$ cat src/rtl/ctcls_recovery_ctrl.sv
// Recovery sequencer for the triple-core lock-step cluster: classifies voter mismatches,
// keeps per-core saturating counters and walks the IRQ / unload / reload resync sequence.
module ctcls_recovery_ctrl #(
    parameter int unsigned TimeoutCycles = 4096,
    parameter int unsigned CntWidth      = 16
) (
    input  logic                     clk_i,
    input  logic                     rst_ni,
    input  logic                     enable_i,
    input  logic                     error_valid_i,
    input  logic [2:0]               error_cba_i,
    input  logic                     restore_mode_i,
    input  logic [2:0]               resync_ack_i,
    input  logic                     unload_done_i,
    input  logic                     reload_done_i,
    output logic [2:0]               resync_irq_o,
    output logic                     resync_active_o,
    output logic [1:0]               faulty_core_o,
    output logic [2:0][CntWidth-1:0] mismatch_cnt_o,
    output logic                     multi_fault_o,
    output logic                     fatal_o,
    output logic [2:0]               state_o
);

    localparam int unsigned WdWidth = $clog2(TimeoutCycles + 1);

    localparam logic [2:0] StRun    = 3'd0;
    localparam logic [2:0] StIrq    = 3'd1;
    localparam logic [2:0] StUnload = 3'd2;
    localparam logic [2:0] StReload = 3'd3;
    localparam logic [2:0] StFail   = 3'd4;

    logic [2:0]               state_q, state_d;
    logic [2:0]               ack_q, ack_d;
    logic [WdWidth-1:0]       wdog_q, wdog_d;
    logic [1:0]               faulty_q, faulty_d;
    logic [2:0][CntWidth-1:0] cnt_q, cnt_d;
    logic                     multi_q, multi_d;

    logic [2:0] ack_all;
    logic [1:0] core_idx;
    logic       wd_expired;

    assign ack_all    = ack_q | resync_ack_i;
    // Only meaningful when error_cba_i is one-hot.
    assign core_idx   = error_cba_i[1] ? 2'd1 : (error_cba_i[2] ? 2'd2 : 2'd0);
    assign wd_expired = (wdog_q == WdWidth'(TimeoutCycles - 1));

    always_comb begin
        state_d  = state_q;
        ack_d    = ack_q;
        wdog_d   = wdog_q;
        faulty_d = faulty_q;
        cnt_d    = cnt_q;
        multi_d  = multi_q;
        if (!enable_i) begin
            state_d = StRun;
            ack_d   = '0;
            wdog_d  = '0;
        end else begin
            case (state_q)
                StRun: begin
                    if (error_valid_i) begin
                        case (error_cba_i)
                            3'b000: ;
                            3'b001, 3'b010, 3'b100: begin
                                if (cnt_q[core_idx] != {CntWidth{1'b1}}) begin
                                    cnt_d[core_idx] = cnt_q[core_idx] + CntWidth'(1);
                                end
                                faulty_d = core_idx;
                                if (!restore_mode_i) begin
                                    state_d = StIrq;
                                    ack_d   = '0;
                                    wdog_d  = '0;
                                end
                            end
                            default: begin
                                multi_d = 1'b1;
                                state_d = StFail;
                                wdog_d  = '0;
                            end
                        endcase
                    end
                end
                StIrq: begin
                    ack_d = ack_all;
                    if (ack_all == 3'b111) begin
                        state_d = StUnload;
                        wdog_d  = '0;
                    end else if (wd_expired) begin
                        state_d = StFail;
                        wdog_d  = '0;
                    end else begin
                        wdog_d = wdog_q + WdWidth'(1);
                    end
                end
                StUnload: begin
                    if (unload_done_i) begin
                        state_d = StReload;
                        wdog_d  = '0;
                    end else if (wd_expired) begin
                        state_d = StFail;
                        wdog_d  = '0;
                    end else begin
                        wdog_d = wdog_q + WdWidth'(1);
                    end
                end
                StReload: begin
                    if (reload_done_i) begin
                        state_d = StRun;
                        wdog_d  = '0;
                    end else if (wd_expired) begin
                        state_d = StFail;
                        wdog_d  = '0;
                    end else begin
                        wdog_d = wdog_q + WdWidth'(1);
                    end
                end
                StFail: ;
                default: begin
                    state_d = StRun;
                    ack_d   = '0;
                    wdog_d  = '0;
                end
            endcase
        end
    end

    always_ff @(posedge clk_i or negedge rst_ni) begin
        if (!rst_ni) begin
            state_q  <= StRun;
            ack_q    <= '0;
            wdog_q   <= '0;
            faulty_q <= '0;
            cnt_q    <= '0;
            multi_q  <= 1'b0;
        end else begin
            state_q  <= state_d;
            ack_q    <= ack_d;
            wdog_q   <= wdog_d;
            faulty_q <= faulty_d;
            cnt_q    <= cnt_d;
            multi_q  <= multi_d;
        end
    end

    assign resync_irq_o    = (state_q == StIrq) ? ~ack_q : 3'b000;
    assign resync_active_o = (state_q == StIrq) || (state_q == StUnload) || (state_q == StReload);
    assign fatal_o         = (state_q == StFail);
    assign faulty_core_o   = faulty_q;
    assign mismatch_cnt_o  = cnt_q;
    assign multi_fault_o   = multi_q;
    assign state_o         = state_q;

endmodule
$ cat config.mk
export PLATFORM = sky130hd
export DESIGN_NAME = ctcls_recovery_ctrl
export DESIGN_NICKNAME = d
export VERILOG_FILES = /design/src/rtl/ctcls_recovery_ctrl.sv
export SDC_FILE = /design/constraint.sdc
export NUM_CORES = 1
export LEC_CHECK = 0
export BUFFER_PORTS_ARGS = -buffer_cell sky130_fd_sc_hd__buf_2
export CORE_MARGIN = 1
export CORE_UTILIZATION = 60
export DETAILED_ROUTE_END_ITERATION = 10
export GPL_TIMING_DRIVEN = 0
export HOLD_SLACK_MARGIN = 0.02
export PLACE_DENSITY = 0.93
export SLEW_MARGIN = 20
export SYNTH_ARGS = -nofsm -noshare
export SYNTH_HDL_FRONTEND = slang
export SYNTH_SLANG_ARGS = --single-unit
$ cat constraint.sdc
create_clock -name clk_i -period 4.85 [get_ports clk_i]
set_input_delay 0.7275 -clock clk_i [delete_from_list [all_inputs] [get_ports clk_i]]
set_output_delay 0.7275 -clock clk_i [all_outputs]
set_load 0.1 [all_outputs]
==> flow_metrics.env <==
export IMPL_skew_ns=0.005950
export IMPL_avgSynthCellArea_um2=10.76
export IMPL_nFillCells=456
export IMPL_leakage_nw=2.253
export IMPL_arrival_ns=3.90
export IMPL_nets=462
export IMPL_tns_ns=0
export IMPL_critical_path_top_delay_family="buffers and inverters"
export IMPL_syn_nets=379
export IMPL_seq_area_um2=1752
export IMPL_seq_power_share=0.374
export IMPL_relSlewSlack=0.5738
export IMPL_cp_cell_sequence="buf_2 > buf_4 > buf_4 > buf_6 > o21a_1 > inv_1 > ha_1 > o211ai_2 > nor4_2 > and4b_1 > buf_6 > a2111oi_4 > buf_6 > mux2_4"
export IMPL_antenna_found_initial=0
export IMPL_cts_buffers=9
export IMPL_die_x_um=82.79
export IMPL_synth_edff_count=0
export IMPL_crit_buf_inv=7
export IMPL_cts_sink_count=70
export IMPL_post_dp_cell_area_um2=4398
export IMPL_via_count=3218
export IMPL_drive_gt1_frac=0.3452
export IMPL_power_frac_clock=0.221
export IMPL_outcome="finished clean"
export IMPL_ant_nets=0
export IMPL_cts_tree="yes"
export IMPL_rsz0062_at_grt="false"
export IMPL_dp_final_hpwl_um=6435
export IMPL_grt_max_degree=48
export IMPL_row_count=29
export IMPL_final_common_cell="buf_2"
export IMPL_p_int_w=0.0009919
export IMPL_ios=72
export IMPL_diodes=0
export IMPL_p_switching_w=0.0008592
export IMPL_cp_common_cell="buf_6"
export IMPL_wire_per_inst_um=17.08
export IMPL_grt_pass1_vias=3152
export IMPL_post_route_min_period_ns=3.678
export IMPL_fin_area_um2=4559
export IMPL_fmax_ghz=0.2719
export IMPL_cp_start_kind="input pin"
export IMPL_drt_vias_per_instance=6.118
export IMPL_h_tree_depth=3
export IMPL_start_util=0.6203
export IMPL_synthToLayoutAreaGrowth_pct=16.42
export IMPL_p_sw_frac=0.4642
export IMPL_critPathMaxStageDelay_ns=0.65
export IMPL_yosys_warnings=0
export IMPL_async_reset_ff_frac=1.000
export IMPL_ys_ff_latch=70
export IMPL_hold_viol=0
export IMPL_path_max_fanout=10
export IMPL_portBuffers=71
export IMPL_worstSkewPairLatency_ns=0.34
export IMPL_grt_pass1_wl_um=14770
export IMPL_overflow=0
export IMPL_worstHoldPathType="in2async"
export IMPL_hold_buffers=0
export IMPL_worstSetupEndpointType="register"
export IMPL_netlist_area_um2=3916
export IMPL_cpMaxStageDelayCell="a2111oi_4"
export IMPL_synth_cell_types=57
export IMPL_synth_yosys_seq_area_share=0.4473
export IMPL_first_pass_iters=5
export IMPL_cts_buffer_depth=2
export IMPL_fp_dieH_um=82.79
export IMPL_routed_wl_um=8982
export IMPL_slew_viol_final=0
export IMPL_combPwrFrac=0.405
export IMPL_maxCapViolCount=0
export IMPL_clk_pin_slew_ns=0.07
export IMPL_period_share=0.7583
export IMPL_tightestPinTransition_ns=0.6393
export IMPL_peakVddDrop_mv=0.3634
export IMPL_cts_setup_buffers=0
export IMPL_synthFlopType="dfrtp_1"
export IMPL_syn_inst=364
export IMPL_multi_input_area_um2=2027
export IMPL_critPathKind="in2reg"
export IMPL_place_gp_congestion=0.9554
export IMPL_remaining_drc_errors=0
export IMPL_pwr_density_cell_nw_per_um2=406.0
export IMPL_coreArea_um2=6314
export IMPL_cts_root_buf="clkbuf_8"
export IMPL_cts_repair_resize_count=0
export IMPL_grtUsageTotal=0.2871
export IMPL_initialDrtViolationCount=240
export IMPL_die_area_um2=6854
export IMPL_setup_violations=0
export IMPL_layout_common_cells="buf_2 (72), dfrtp_1 (70), mux2_2 (37), nand2_1 (36), o21ai_0 (28)"
export IMPL_crit_required_ns=5.07
[flip-flops by register name (all words and copies together) (netlist names)]
register,cells
ack_q,3
faulty_core_o,2
mismatch_cnt_o,48
multi_fault_o,1
state_o,3
wdog_q,13
[routing by layer]
| layer | vias up | part of all wire | track usage |
|---|---|---|---|
| met2 | 124 | 0.51 | 0.5041 |
| met5 | - | 0 | 0 |
| met1 | 1571 | 0.41 | 0.3441 |
| li1 | 1495 | - | - |
| met3 | 28 | 0.052 | 0.04809 |
| met4 | 0 | 0.023 | 0.1276 |
[power groups by stage]
stage / registers [W] / clock network, W / logic (W)
after floorplan: 0.00112 / 0 / 0.000192
after global placement: 0.000702 / 0 / 0.000733
after detailed placement: 0.000703 / 0 / 0.000749
after CTS: 0.000692 / 0.000414 / 0.000751
after global routing: 0.000701 / 0.000438 / 0.000785
final: 0.000692 / 0.000410 / 0.000749
[synth_stat cells, types with 7 or more instances]
cell type,instances,area share
nand2_1,36,0.035
dfrtp_1,70,0.45
and3_1,11,0.018
mux2_2,37,0.11
nor2_1,22,0.021
nor2b_1,7,0.011
nand3_1,9,0.012
o21ai_0,28,0.036
a31oi_1,11,0.018
clkbuf_1,7,0.0067
inv_1,7,0.0067
mux2i_1,11,0.028
mux2_4,9,0.035
[stage by stage]
stage	total power, W	hold slack [ns]	util	instances	setup WS (ns)
final	0.001851	0.2843	0.7222	526	1.172
after floorplan	0.001311	0.4319	-	364	0.8291
after global placement	0.001435	0.4480	0.6918	512	0.9040
after global routing	0.001924	0.3100	0.7222	526	1.023
after CTS	0.001857	0.2954	0.7222	526	1.205
after detailed placement	0.001452	0.4583	0.6966	513	0.8945
[logic make-up after synthesis]
logic type,share of synthesized area
adders and majority gates,0.006389
AOI/OAI and AO/OA,0.1367
DFF,0.4473
buffers and inverters,0.03514
muxes,0.1962
and+or+nand+nor,0.1537
xor gates and xnor gates,0.02460
[area by class of cell]
class,count,area share
Buffer,17,0.02442
Clock buffer,11,0.03321
Clock inverter,2,0.002195
Inverter,7,0.005763
Multi-Input combinational cell,270,0.4446
Sequential cell,70,0.3842
Tap cell,77,0.02113
Timing Repair Buffer,72,0.08452
[path summary, 6_finish.rpt]
check,slack [ns],depth (start not counted),to,start
worst max-delay path,1.17,14,mismatch_cnt_o[6]$_DFFE_PN0P_,error_cba_i[1]
worst min-delay path,0.28,1,mismatch_cnt_o[39]$_DFFE_PN0P_,rst_ni
worst max register to register,1.81,11,mismatch_cnt_o[6]$_DFFE_PN0P_,mismatch_cnt_o[0]$_DFFE_PN0P_
worst min register to register,0.47,1,multi_fault_o$_DFFE_PN0P_,multi_fault_o$_DFFE_PN0P_
max in group asynchronous,4.04,2,mismatch_cnt_o[16]$_DFFE_PN0P_,rst_ni
min in group clk_i,0.47,1,multi_fault_o$_DFFE_PN0P_,multi_fault_o$_DFFE_PN0P_
Power figures use the tool's default switching activity.
